$ cat src/rtl/pe_cfg_loader_if.sv
// Host word stream and PE configuration bus seen by pe_cfg_loader.
// A host word transfers on a rising clk edge where s_valid && s_ready are both high;
// s_data must stay stable while s_valid is high, and s_ready never depends on s_valid.
interface pe_cfg_loader_if #(
   parameter int DAT_WID = 16,
   parameter int ADR_WID = 11
);
   logic               s_valid;
   logic [DAT_WID-1:0] s_data;
   logic               s_ready;
   logic [DAT_WID-1:0] cfg_dat;
   logic [ADR_WID-1:0] cfg_adr;

   modport master (output s_valid, s_data, input s_ready, cfg_dat, cfg_adr);
   modport slave  (input s_valid, s_data, output s_ready, cfg_dat, cfg_adr);
endinterface

$ cat src/rtl/pe_cfg_loader.sv
// Streams host words onto the PE config bus as a consecutive-address write burst.
// Optional PE_CFG_CHKSUM_EN adds a running modulo sum of the words driven in a burst.
module pe_cfg_loader #(
   parameter int DAT_WID = 16,
   parameter int ADR_WID = 11,
   parameter int CNT_WID = 8,
   parameter int HOLD    = 2
) (
   input  logic               clk,
   input  logic               rstn,
   input  logic               start,
   input  logic [ADR_WID-1:0] base_adr,
   input  logic [CNT_WID-1:0] len,
   input  logic               abort,
   pe_cfg_loader_if.slave     bus,
   output logic               busy,
   output logic               done,
   output logic               err,
`ifdef PE_CFG_CHKSUM_EN
   output logic [DAT_WID-1:0] chksum,
`endif
   output logic [2:0]         dbg_state
);

   typedef enum logic [2:0] {S_IDLE, S_WAIT, S_DRIVE, S_GAP, S_DONE} state_t;

   localparam int EW = ((CNT_WID > ADR_WID) ? CNT_WID : ADR_WID) + 1;
   localparam logic [EW-1:0]      ADR_MAX   = {{(EW-ADR_WID){1'b0}}, {ADR_WID{1'b1}}};
   localparam logic [3:0]         HOLD_LAST = 4'(HOLD - 1);
   localparam logic [CNT_WID:0]   ONE_W     = 1;

   state_t               state_q, state_d;
   logic [ADR_WID-1:0]   base_q, base_d;
   logic [CNT_WID-1:0]   len_q, len_d;
   logic [CNT_WID-1:0]   idx_q, idx_d;
   logic [3:0]           hold_q, hold_d;
   logic                 s_ready_q, s_ready_d;
   logic [DAT_WID-1:0]   cfg_dat_q, cfg_dat_d;
   logic [ADR_WID-1:0]   cfg_adr_q, cfg_adr_d;
   logic                 busy_q, busy_d;
   logic                 done_q, done_d;
   logic                 err_q, err_d;
`ifdef PE_CFG_CHKSUM_EN
   logic [DAT_WID-1:0]   chksum_q, chksum_d;
`endif

   logic [EW-1:0]        last_adr;
   logic                 reject;
   logic                 hs;
   logic [CNT_WID:0]     idx_nxt;

   // Bounds check is done one bit wider so a burst running past the top address is caught.
   assign last_adr = EW'(base_adr) + EW'(len) - EW'(1);
   assign reject   = (len == '0) || (base_adr == '0) || (last_adr > ADR_MAX);
   assign hs       = (state_q == S_WAIT) && bus.s_valid && s_ready_q;
   assign idx_nxt  = {1'b0, idx_q} + ONE_W;

   always_comb begin
      state_d   = state_q;
      base_d    = base_q;
      len_d     = len_q;
      idx_d     = idx_q;
      hold_d    = hold_q;
      cfg_dat_d = cfg_dat_q;
      err_d     = 1'b0;
`ifdef PE_CFG_CHKSUM_EN
      chksum_d  = chksum_q;
`endif
      case (state_q)
         S_IDLE: begin
            if (start) begin
               if (reject) begin
                  state_d = S_DONE;
                  err_d   = 1'b1;
               end else begin
                  base_d   = base_adr;
                  len_d    = len;
                  idx_d    = '0;
                  state_d  = S_WAIT;
`ifdef PE_CFG_CHKSUM_EN
                  chksum_d = '0;
`endif
               end
            end
         end
         S_WAIT: begin
            // Abort wins over a same-cycle handshake: the word is consumed and dropped.
            if (abort) begin
               state_d = S_DONE;
               err_d   = 1'b1;
            end else if (hs) begin
               cfg_dat_d = bus.s_data;
               hold_d    = '0;
               state_d   = S_DRIVE;
`ifdef PE_CFG_CHKSUM_EN
               chksum_d  = chksum_q + bus.s_data;
`endif
            end
         end
         S_DRIVE: begin
            if (abort) begin
               state_d = S_DONE;
               err_d   = 1'b1;
            end else if (hold_q == HOLD_LAST) begin
               state_d = S_GAP;
            end else begin
               hold_d = hold_q + 4'd1;
            end
         end
         S_GAP: begin
            if (abort) begin
               state_d = S_DONE;
               err_d   = 1'b1;
            end else begin
               idx_d   = idx_nxt[CNT_WID-1:0];
               state_d = (idx_nxt < {1'b0, len_q}) ? S_WAIT : S_DONE;
            end
         end
         S_DONE:  state_d = S_IDLE;
         default: state_d = S_IDLE;
      endcase

      // Outputs are registered from the next state so none follows an input combinationally.
      s_ready_d = (state_d == S_WAIT);
      busy_d    = (state_d == S_WAIT) || (state_d == S_DRIVE) || (state_d == S_GAP);
      done_d    = (state_d == S_DONE);
      cfg_adr_d = (state_d == S_DRIVE) ? (base_q + ADR_WID'(idx_q)) : '0;
   end

   always_ff @(posedge clk or negedge rstn) begin
      if (!rstn) begin
         state_q   <= S_IDLE;
         base_q    <= '0;
         len_q     <= '0;
         idx_q     <= '0;
         hold_q    <= '0;
         s_ready_q <= 1'b0;
         cfg_dat_q <= '0;
         cfg_adr_q <= '0;
         busy_q    <= 1'b0;
         done_q    <= 1'b0;
         err_q     <= 1'b0;
`ifdef PE_CFG_CHKSUM_EN
         chksum_q  <= '0;
`endif
      end else begin
         state_q   <= state_d;
         base_q    <= base_d;
         len_q     <= len_d;
         idx_q     <= idx_d;
         hold_q    <= hold_d;
         s_ready_q <= s_ready_d;
         cfg_dat_q <= cfg_dat_d;
         cfg_adr_q <= cfg_adr_d;
         busy_q    <= busy_d;
         done_q    <= done_d;
         err_q     <= err_d;
`ifdef PE_CFG_CHKSUM_EN
         chksum_q  <= chksum_d;
`endif
      end
   end

   assign bus.s_ready = s_ready_q;
   assign bus.cfg_dat = cfg_dat_q;
   assign bus.cfg_adr = cfg_adr_q;
   assign busy        = busy_q;
   assign done        = done_q;
   assign err         = err_q;
`ifdef PE_CFG_CHKSUM_EN
   assign chksum      = chksum_q;
`endif
   assign dbg_state   = state_q;

endmodule

$ cat src/flat_wrapper.sv
// flat-port wrapper written by rule: the top's interface ports become plain ports
module pe_cfg_loader_flat 
#(
   parameter int DAT_WID = 16,
   parameter int ADR_WID = 11,
   parameter int CNT_WID = 8,
   parameter int HOLD    = 2
)
  (clk, rstn, start, base_adr, len, abort, busy, done, err, dbg_state, bus_s_valid, bus_s_data, bus_s_ready, bus_cfg_dat, bus_cfg_adr);
  pe_cfg_loader_if #(.DAT_WID(DAT_WID), .ADR_WID(ADR_WID)) bus_i ();
  input  logic clk;
  input  logic rstn;
  input  logic start;
  input  logic [ADR_WID-1:0] base_adr;
  input  logic [CNT_WID-1:0] len;
  input  logic abort;
  output logic busy;
  output logic done;
  output logic err;
  output logic [2:0] dbg_state;
  input wire logic [$bits(bus_i.s_valid)-1:0] bus_s_valid;
  input wire logic [$bits(bus_i.s_data)-1:0] bus_s_data;
  output wire logic [$bits(bus_i.s_ready)-1:0] bus_s_ready;
  output wire logic [$bits(bus_i.cfg_dat)-1:0] bus_cfg_dat;
  output wire logic [$bits(bus_i.cfg_adr)-1:0] bus_cfg_adr;
  assign bus_i.s_valid = bus_s_valid;
  assign bus_i.s_data = bus_s_data;
  assign bus_s_ready = bus_i.s_ready;
  assign bus_cfg_dat = bus_i.cfg_dat;
  assign bus_cfg_adr = bus_i.cfg_adr;
  pe_cfg_loader #(.DAT_WID(DAT_WID), .ADR_WID(ADR_WID), .CNT_WID(CNT_WID), .HOLD(HOLD)) u_core (.clk(clk), .rstn(rstn), .start(start), .base_adr(base_adr), .len(len), .abort(abort), .bus(bus_i), .busy(busy), .done(done), .err(err), .dbg_state(dbg_state));
endmodule
$ cat config.mk
export PLATFORM = sky130hd
export DESIGN_NAME = pe_cfg_loader_flat
export DESIGN_NICKNAME = d
export VERILOG_FILES = /design/src/rtl/pe_cfg_loader_if.sv /design/src/rtl/pe_cfg_loader.sv /design/src/flat_wrapper.sv
export SDC_FILE = /design/constraint.sdc
export NUM_CORES = 1
export LEC_CHECK = 0
export CAP_MARGIN = 20
export CORE_ASPECT_RATIO = 0.5
export CORE_MARGIN = 2
export CORE_UTILIZATION = 49
export CTS_BUF_LIST = sky130_fd_sc_hd__clkbuf_2
export DETAILED_ROUTE_END_ITERATION = 10
export PLACE_DENSITY_LB_ADDON = 0.05
export SETUP_SLACK_MARGIN = 0.3
export SLEW_MARGIN = 20
export SYNTH_ARGS = -nofsm -noshare
export SYNTH_HDL_FRONTEND = slang
export SYNTH_SLANG_ARGS = --single-unit
export TNS_END_PERCENT = 100
$ cat constraint.sdc
create_clock -name clk -period 2.3 [get_ports clk]
set_clock_uncertainty 0.1 [all_clocks]
set_input_delay 0.46 -clock clk [delete_from_list [all_inputs] [get_ports clk]]
set_output_delay 0.46 -clock clk [all_outputs]
set_load 0.005 [all_outputs]
# --- Word level (Yosys, flattened, before mapping) ---
# Index checks and enable logic that the tools add are counted.
# W data, S select, Z words.
op_classes:
  addsub: 5
  magnitude_cmp: 2
  eq_ne: 15
  n_mux: 23
  bitwise: 2
  n_reduce_logical: 16
op_table:
  columns: ["cell", "count"]
  rows:
  - ["$mux W3", 8]
  - ["$mux W8", 3]
  - ["$mux W4", 4]
  - ["$pmux W8 S2", 1]
  - ["$add A11 B8 Y12", 1]
  - ["$eq A3 B2 Y1 const B", 4]
  - ["$gt A12 B11 Y1 const B", 1]
  - ["$ne A2 B2 Y1 const B", 6]
  - ["$pmux W3 S4", 1]
  - ["$sub A12 B1 Y12 const B", 1]
  - ["$add A11 B8 Y11", 1]
  - ["$logic_not A11 Y1", 1]
  - ["$mux W11", 1]
  - ["$add A8 B1 Y9 const B", 1]
  - ["$lt A9 B8 Y1", 1]
  - ["$logic_not A8 Y1", 1]
  - ["$pmux W4 S2", 1]
  - ["$eq A3 B1 Y1 const B", 2]
  - ["$reduce_and A3 Y1", 2]
  - ["$reduce_and A5 Y1", 1]
  - ["$add A4 B1 Y4 const B", 1]
  - ["$eq A4 B1 Y1 const B", 1]
  - ["$logic_or A1 B1 Y1", 4]
  - ["$reduce_and A4 Y1", 1]
  - ["other kinds (9)", 14]
totals:
  ff_bits: 65
  inputBits: 40
  out_inout_bits: 34
  wordCells: 74

# --- Depth between registers and ports, before layout ---
depth:
  ltp_word: 10
  mapped_depth: 14
  ltp_nobuf: 11

# --- Worst setup path after synthesis ---
# No wires, ideal clock.
synth_timing:
  kind: "in2reg"
  start: "in len[1]"
  end: "reg u_core.busy_q (netlist: u_core.busy)"
  setup_ps: 131
  arrival_ps: 3001
  required_time_ps: 2069
  path_slack_ps: -932
  path_stages: 13
  path_buffers: 2
  path_cell_list: "inv_1 ha_1 inv_1 ha_1 fa_1 a21oi_1 o221ai_1 a2111oi_2 or2_0 buf_4 mux2_4 buf_6 or3_1"
synth_via:
  elab_chain_cells: 10
  elab_cells_between_ends: 14
  classes_between: "2 x add/sub; 1 x order compare; 3 x eq/ne; 3 x mux; 5 x reduce/logical"
synth_lines:
  columns: ["element", "line", "text"]
  rows:
  - ["start, declared", "flat_wrapper.sv:15", "input logic [CNT_WID-1:0] len;"]
  - ["$add A11 B8 Y12", "pe_cfg_loader.sv:53", "assign last_adr = EW'(base_adr) + EW'(len) - EW'(1);"]
  - ["$sub A12 B1 Y12", "pe_cfg_loader.sv:53", null]
  - ["$gt A12 B11 Y1", "pe_cfg_loader.sv:54", "assign reject = (len == '0) || (base_adr == '0) || (last_adr > ADR_MAX);"]
  - ["$logic_or A1 B1 Y1 *", "pe_cfg_loader.sv:54", null]
  - ["$mux W3 *", "pe_cfg_loader.sv:72", "if (reject) begin"]
  - ["$mux W3 *", "pe_cfg_loader.sv:71", "if (start) begin"]
  - ["$pmux W3 S4 *", "pe_cfg_loader.sv:69", "case (state_q)"]
  - ["$eq A3 B1 Y1 / $eq A3 B2 Y1 (equally long branches)", "pe_cfg_loader.sv:125", "busy_d = (state_d == S_WAIT) || (state_d == S_DRIVE) || (state_d == S_GAP);"]
  - ["$logic_or A1 B1 Y1", "pe_cfg_loader.sv:125", null]
  - ["$logic_or A1 B1 Y1 *", "pe_cfg_loader.sv:125", null]
  - ["via u_core.busy_d", "pe_cfg_loader.sv:40", "logic busy_q, busy_d;"]
  - ["end signal, assigned", "pe_cfg_loader.sv:155", "busy_q <= busy_d;"]
  - ["end, declared", "pe_cfg_loader.sv:40", null]
# Mark *: on every way through the listed nets, which the timed path passes. The rest lies on a longest branch.
# A chain may end at the register's enable or synchronous reset.

# --- Worst setup path after layout ---
layout_timing:
  start: "in base_adr[1]"
  end: "reg u_core.busy_q (netlist: u_core.busy)"
layout_via:
  elab_chain_cells: 10
  elab_cells_between_ends: 14
  classes_between: "2 x add/sub; 1 x order compare; 3 x eq/ne; 3 x mux; 5 x reduce/logical"
layout_lines:
  columns: ["element", "line", "text"]
  rows:
  - ["start, declared", "flat_wrapper.sv:14", "input logic [ADR_WID-1:0] base_adr;"]
  - ["$add A11 B8 Y12", "pe_cfg_loader.sv:53", null]
  - ["$sub A12 B1 Y12", "pe_cfg_loader.sv:53", null]
  - ["$gt A12 B11 Y1", "pe_cfg_loader.sv:54", null]
  - ["$logic_or A1 B1 Y1 *", "pe_cfg_loader.sv:54", null]
  - ["$mux W3 *", "pe_cfg_loader.sv:72", null]
  - ["$mux W3 *", "pe_cfg_loader.sv:71", null]
  - ["$pmux W3 S4 *", "pe_cfg_loader.sv:69", null]
  - ["$eq A3 B1 Y1 / $eq A3 B2 Y1 (equally long branches)", "pe_cfg_loader.sv:125", null]
  - ["$logic_or A1 B1 Y1", "pe_cfg_loader.sv:125", null]
  - ["$logic_or A1 B1 Y1 *", "pe_cfg_loader.sv:125", null]
  - ["via u_core.busy_d", "pe_cfg_loader.sv:40", null]
# Marked as above.

==> metrics.log <==
[metrics] proportion of synthesized chip area in sequential cells: 43.4%
[metrics] total gr overflow: 0
[metrics] CP dominant cell by count: sky130_fd_sc_hd__ha_4
[metrics] routed len/inst: approximately 16 um
[metrics] DRC errors left: 0
[metrics] cell with the most instances after synthesis: sky130_fd_sc_hd__dfrtp_1
[metrics] post-synth cell types: 53
[metrics] number of buffers added by the clock tree synthesis step: 9
[metrics] type of the worst min-delay path: in2reg
[metrics] WHS Path Cells: 3
[metrics] Via density: approximately 5.3
[metrics] pin count of the biggest net entering global routing: 66
[metrics] power density over the cells: 742 mW/mm2
[metrics] utilization after layout: around 78%
[metrics] Critical path buffers and inverters: 4
[metrics] critical path arrival: around 3.0 ns
[metrics] post-detail-place hpwl: between 6 and 7 mm
[metrics] Worst R2R Path Depth: 11
[metrics] CTS root buffer: sky130_fd_sc_hd__clkbuf_2
[metrics] placeable core region: between 0.007 and 0.008 mm2
[metrics] leading post-synthesis cells by cell area: sky130_fd_sc_hd__dfrtp_1 43%, sky130_fd_sc_hd__ha_1 12%, sky130_fd_sc_hd__mux2_2 7.5%
[metrics] Area Overhead vs Synth: 52.9%
[metrics] cell with the largest stage delay on the worst path: sky130_fd_sc_hd__or3_1
[metrics] count of maximum capacitance violations: 0
[metrics] Rows: 22
[metrics] TritonRoute pass-1 iters: 4
[metrics] final hold slack: ~0.085 ns
[metrics] max_slew headroom: 66.7%
[metrics] global-route wire length before repair: approximately 16 mm
[metrics] clock-pin slew on the worst setup and hold paths: ~0.17 ns
[metrics] share of synthesized registers carrying an async set or reset: 100%
[metrics] count of state elements after synthesis: 65
[metrics] share of the synthesized area in the top cell type: between 40% and 50%
[metrics] Buffers on Ports: 73
[metrics] Critical Path End Type: flip-flop
[metrics] Clock H-tree levels: 3
[metrics] required arrival time at the worst endpoint: about 2.6 ns
[metrics] number of antenna violations at the first check in global routing: 0
[metrics] starting density of the core: between 50% and 60%
[metrics] number of ports placed on the die boundary: 74
[metrics] fraction of the cycle the final worst path needs: 116%
[metrics] largest buffer count on any clock path: 2
[metrics] sort of element at the start of the critical path: input port
[metrics] GRT Resource Usage Total: around 25%
[metrics] Max Clock Freq: ~370 MHz
[metrics] clock tree from TritonCTS: built
[metrics] wirelength, routed: about 9.9 mm
[metrics] final critical delay including setup and external delays: between 2 and 3 ns
[metrics] post-synthesis cell type with the largest combined area: sky130_fd_sc_hd__dfrtp_1
[metrics] Max Slew Vio Count: 0
[metrics] total standard cell area after synthesis: approximately 0.0037 mm2
[metrics] VDD IR-drop max: around 0.00033 V
[metrics] setup repair after global routing missed its margin: yes
[metrics] start-to-end type of the worst setup path: in2reg
[metrics] number of global-route vias before repair: 3274
[metrics] later-pin clock latency in the skew report: roughly 0.5 ns
[metrics] run status: finished with violations
[metrics] die outline area: between 0.008 and 0.009 mm2
[metrics] number of nets in the layout: a little under 600
[metrics] Post-synth EDFFs: 0
[metrics] Detailed Route Iter0 Violations: between 150 and 200
[metrics] number of setup violations in the final report: 32
[metrics] Max Fanout on Critical Path: 6
[metrics] number of diodes added for antenna fixing: 0
[metrics] Synth top cells by count: 65 x sky130_fd_sc_hd__dfrtp_1, 51 x sky130_fd_sc_hd__inv_1, 36 x sky130_fd_sc_hd__ha_1, 28 x sky130_fd_sc_hd__nand2_1, 25 x sky130_fd_sc_hd__mux2_2
[metrics] Post-Syn Instances: approximately 370
[metrics] violations in the final reports: negative setup slack
[metrics] post-route worst setup slack: -0.367 ns
[metrics] Chip Width: between 100 and 150 um
[metrics] Avg Synthesized Cell Area: between 10 and 15 um2
[metrics] number of hold violations in the final report: 0
[metrics] cell class contributing the biggest share of worst-path delay: adder cells
[metrics] worst path cell trace: buf_8 > inv_8 > ha_4 > inv_2 > ha_4 > fa_2 > a21oi_2 > o221ai_2 > a2111oi_4 > or2_0 > buf_4 > mux2_4 > or3_1
[metrics] most used flip-flop cell after synthesis: sky130_fd_sc_hd__dfrtp_1
[metrics] GPL Wtd Cong: approximately 0.86
[metrics] via count: roughly 3200
[metrics] number of nets with antenna violations after detailed routing: 0
[metrics] share of post-route cells with drive strength above 1: roughly two fifths
[metrics] vertical extent of the die: approximately 66 um
[metrics] Syn Nets: ~440
[metrics] Crit path depth: 13
[metrics] transition at the pin with the smallest max-transition slack: between 0.4 and 0.5 ns
[metrics] Pleak: roughly 3 nW
[metrics] Yosys warning total: 0
[metrics] delay of the slowest cell on the worst path: around 0.37 ns
[metrics] Clock Sinks: 65
## cell usage in the layout (no fill, tap or decap), types with 4 or more instances in the layout
| cell | count |
|---|---|
| sky130_fd_sc_hd__nor2_1 | 19 |
| sky130_fd_sc_hd__ha_4 | 12 |
| sky130_fd_sc_hd__xor2_1 | 6 |
| sky130_fd_sc_hd__buf_4 | 56 |
| sky130_fd_sc_hd__mux2_4 | 10 |
| sky130_fd_sc_hd__nor4_1 | 5 |
| sky130_fd_sc_hd__o21ai_0 | 4 |
| sky130_fd_sc_hd__dlymetal6s2s_1 | 17 |
| sky130_fd_sc_hd__inv_2 | 11 |
| sky130_fd_sc_hd__clkbuf_2 | 10 |
| sky130_fd_sc_hd__ha_1 | 23 |
| sky130_fd_sc_hd__xnor2_1 | 4 |
| sky130_fd_sc_hd__nand2b_1 | 4 |
| sky130_fd_sc_hd__buf_2 | 4 |
| sky130_fd_sc_hd__o21ai_2 | 7 |
| sky130_fd_sc_hd__inv_1 | 38 |
| sky130_fd_sc_hd__dlygate4sd2_1 | 21 |
| sky130_fd_sc_hd__nand2_1 | 26 |
| sky130_fd_sc_hd__nand3_1 | 4 |
| sky130_fd_sc_hd__mux2i_1 | 7 |
| sky130_fd_sc_hd__a21oi_1 | 4 |
| sky130_fd_sc_hd__nor3_1 | 5 |
| sky130_fd_sc_hd__dfrtp_1 | 62 |
| sky130_fd_sc_hd__mux2_2 | 16 |
| sky130_fd_sc_hd__o21ai_1 | 6 |
| sky130_fd_sc_hd__buf_6 | 14 |
| sky130_fd_sc_hd__clkdlybuf4s50_1 | 27 |
| sky130_fd_sc_hd__a21oi_2 | 7 |
## report_power, final
group          internal [mW]  switching, mW
Combinational           1.04          0.800
Clock                  0.239          0.426
Sequential              1.49          0.260
Total                   2.77           1.49
## per-stage QoR
stage	cells	area, um2	power, mW	setup TNS (ns)	setup WS (ns)
finish	611	5730	4.25	-9.11	-0.367
detailed placement	576	5020	3.37	-46.32	-1.51
global placement	576	5020	3.28	-45.27	-1.48
global route	611	5730	4.53	-11.01	-0.442
CTS	607	5520	4.18	-9.07	-0.347
floorplan	365	3830	2.60	-21.31	-0.813
## routing by layer
metal	GRT usage (%)	vias to the layer above	wire length, um
li1	-	1527	-
met1	32.4	1602	4470
met2	41.4	100	4750
met3	5.83	12	613
met4	7.42	0	112
met5	0	-	0
## area by class of cell
cell class	instances	area, um2
Multi-Input combinational cell	238	2320
Fill cell	488	1650
Sequential cell	65	1630
Timing Repair Buffer	146	1360
Inverter	51	204
Tap cell	96	120
Clock inverter	6	60.1
Clock buffer	9	45.0
## sequential cells by signal, summed over array words and instances (netlist names)
register / count
u_core.hold_q: 4
u_core.bus.s_ready: 1
u_core.base_q: 11
u_core.dbg_state: 3
u_core.idx_q: 8
u_core.bus.cfg_dat: 16
u_core.bus.cfg_adr: 11
u_core.busy: 1
u_core.len_q: 8
u_core.err: 1
u_core.done: 1
## what timing repair did
item                                    CTS  global route
gates cloned                              0             0
resized for setup                       115            52
endpoints found under the hold margin    65             0
buffers inserted                         15             4
endpoints found under the setup margin   52            61
pin swaps                                41            19
hold buffers                              1             0
## worst register-to-register path, stage by stage (launching register included)
cell and delay, ns:
sky130_fd_sc_hd__dfrtp_2 0.48, sky130_fd_sc_hd__and3_4 0.17, sky130_fd_sc_hd__nand3_4 0.10, sky130_fd_sc_hd__nor2_4 0.05, sky130_fd_sc_hd__xor2_2 0.19, sky130_fd_sc_hd__ha_1 0.32, sky130_fd_sc_hd__nand2_1 0.08, sky130_fd_sc_hd__nor2_1 0.08
sky130_fd_sc_hd__o21ai_0 0.09, sky130_fd_sc_hd__o211ai_1 0.37, sky130_fd_sc_hd__o21ai_2 0.16, sky130_fd_sc_hd__or3_1 0.32
## cells by family after synthesis
logic type      count (synthesis)  synth area share (%)
buf+inv                        62                  6.84
xor+xnor                       13                  3.04
fa+ha+maj                      38                  13.1
compound gates                 53                  9.18
mux                            36                  11.0
flops                          65                  43.4
simple gates                   98                  13.5
## path summary, 6_finish.rpt
check	slack, ns	from	to
max	-0.37	base_adr[1]	u_core.busy
min	0.09	len[1]	u_core.len_q[1]
max reg2reg	-0.30	u_core.idx_q[0]	u_core.busy
min reg2reg	0.42	u_core.bus.cfg_dat[6]	u_core.bus.cfg_dat[6]
max in group asynchronous	1.44	rstn	u_core.idx_q[1]
min in group asynchronous	0.37	rstn	u_core.bus.cfg_dat[10]
(Power assumes the default switching activity.)
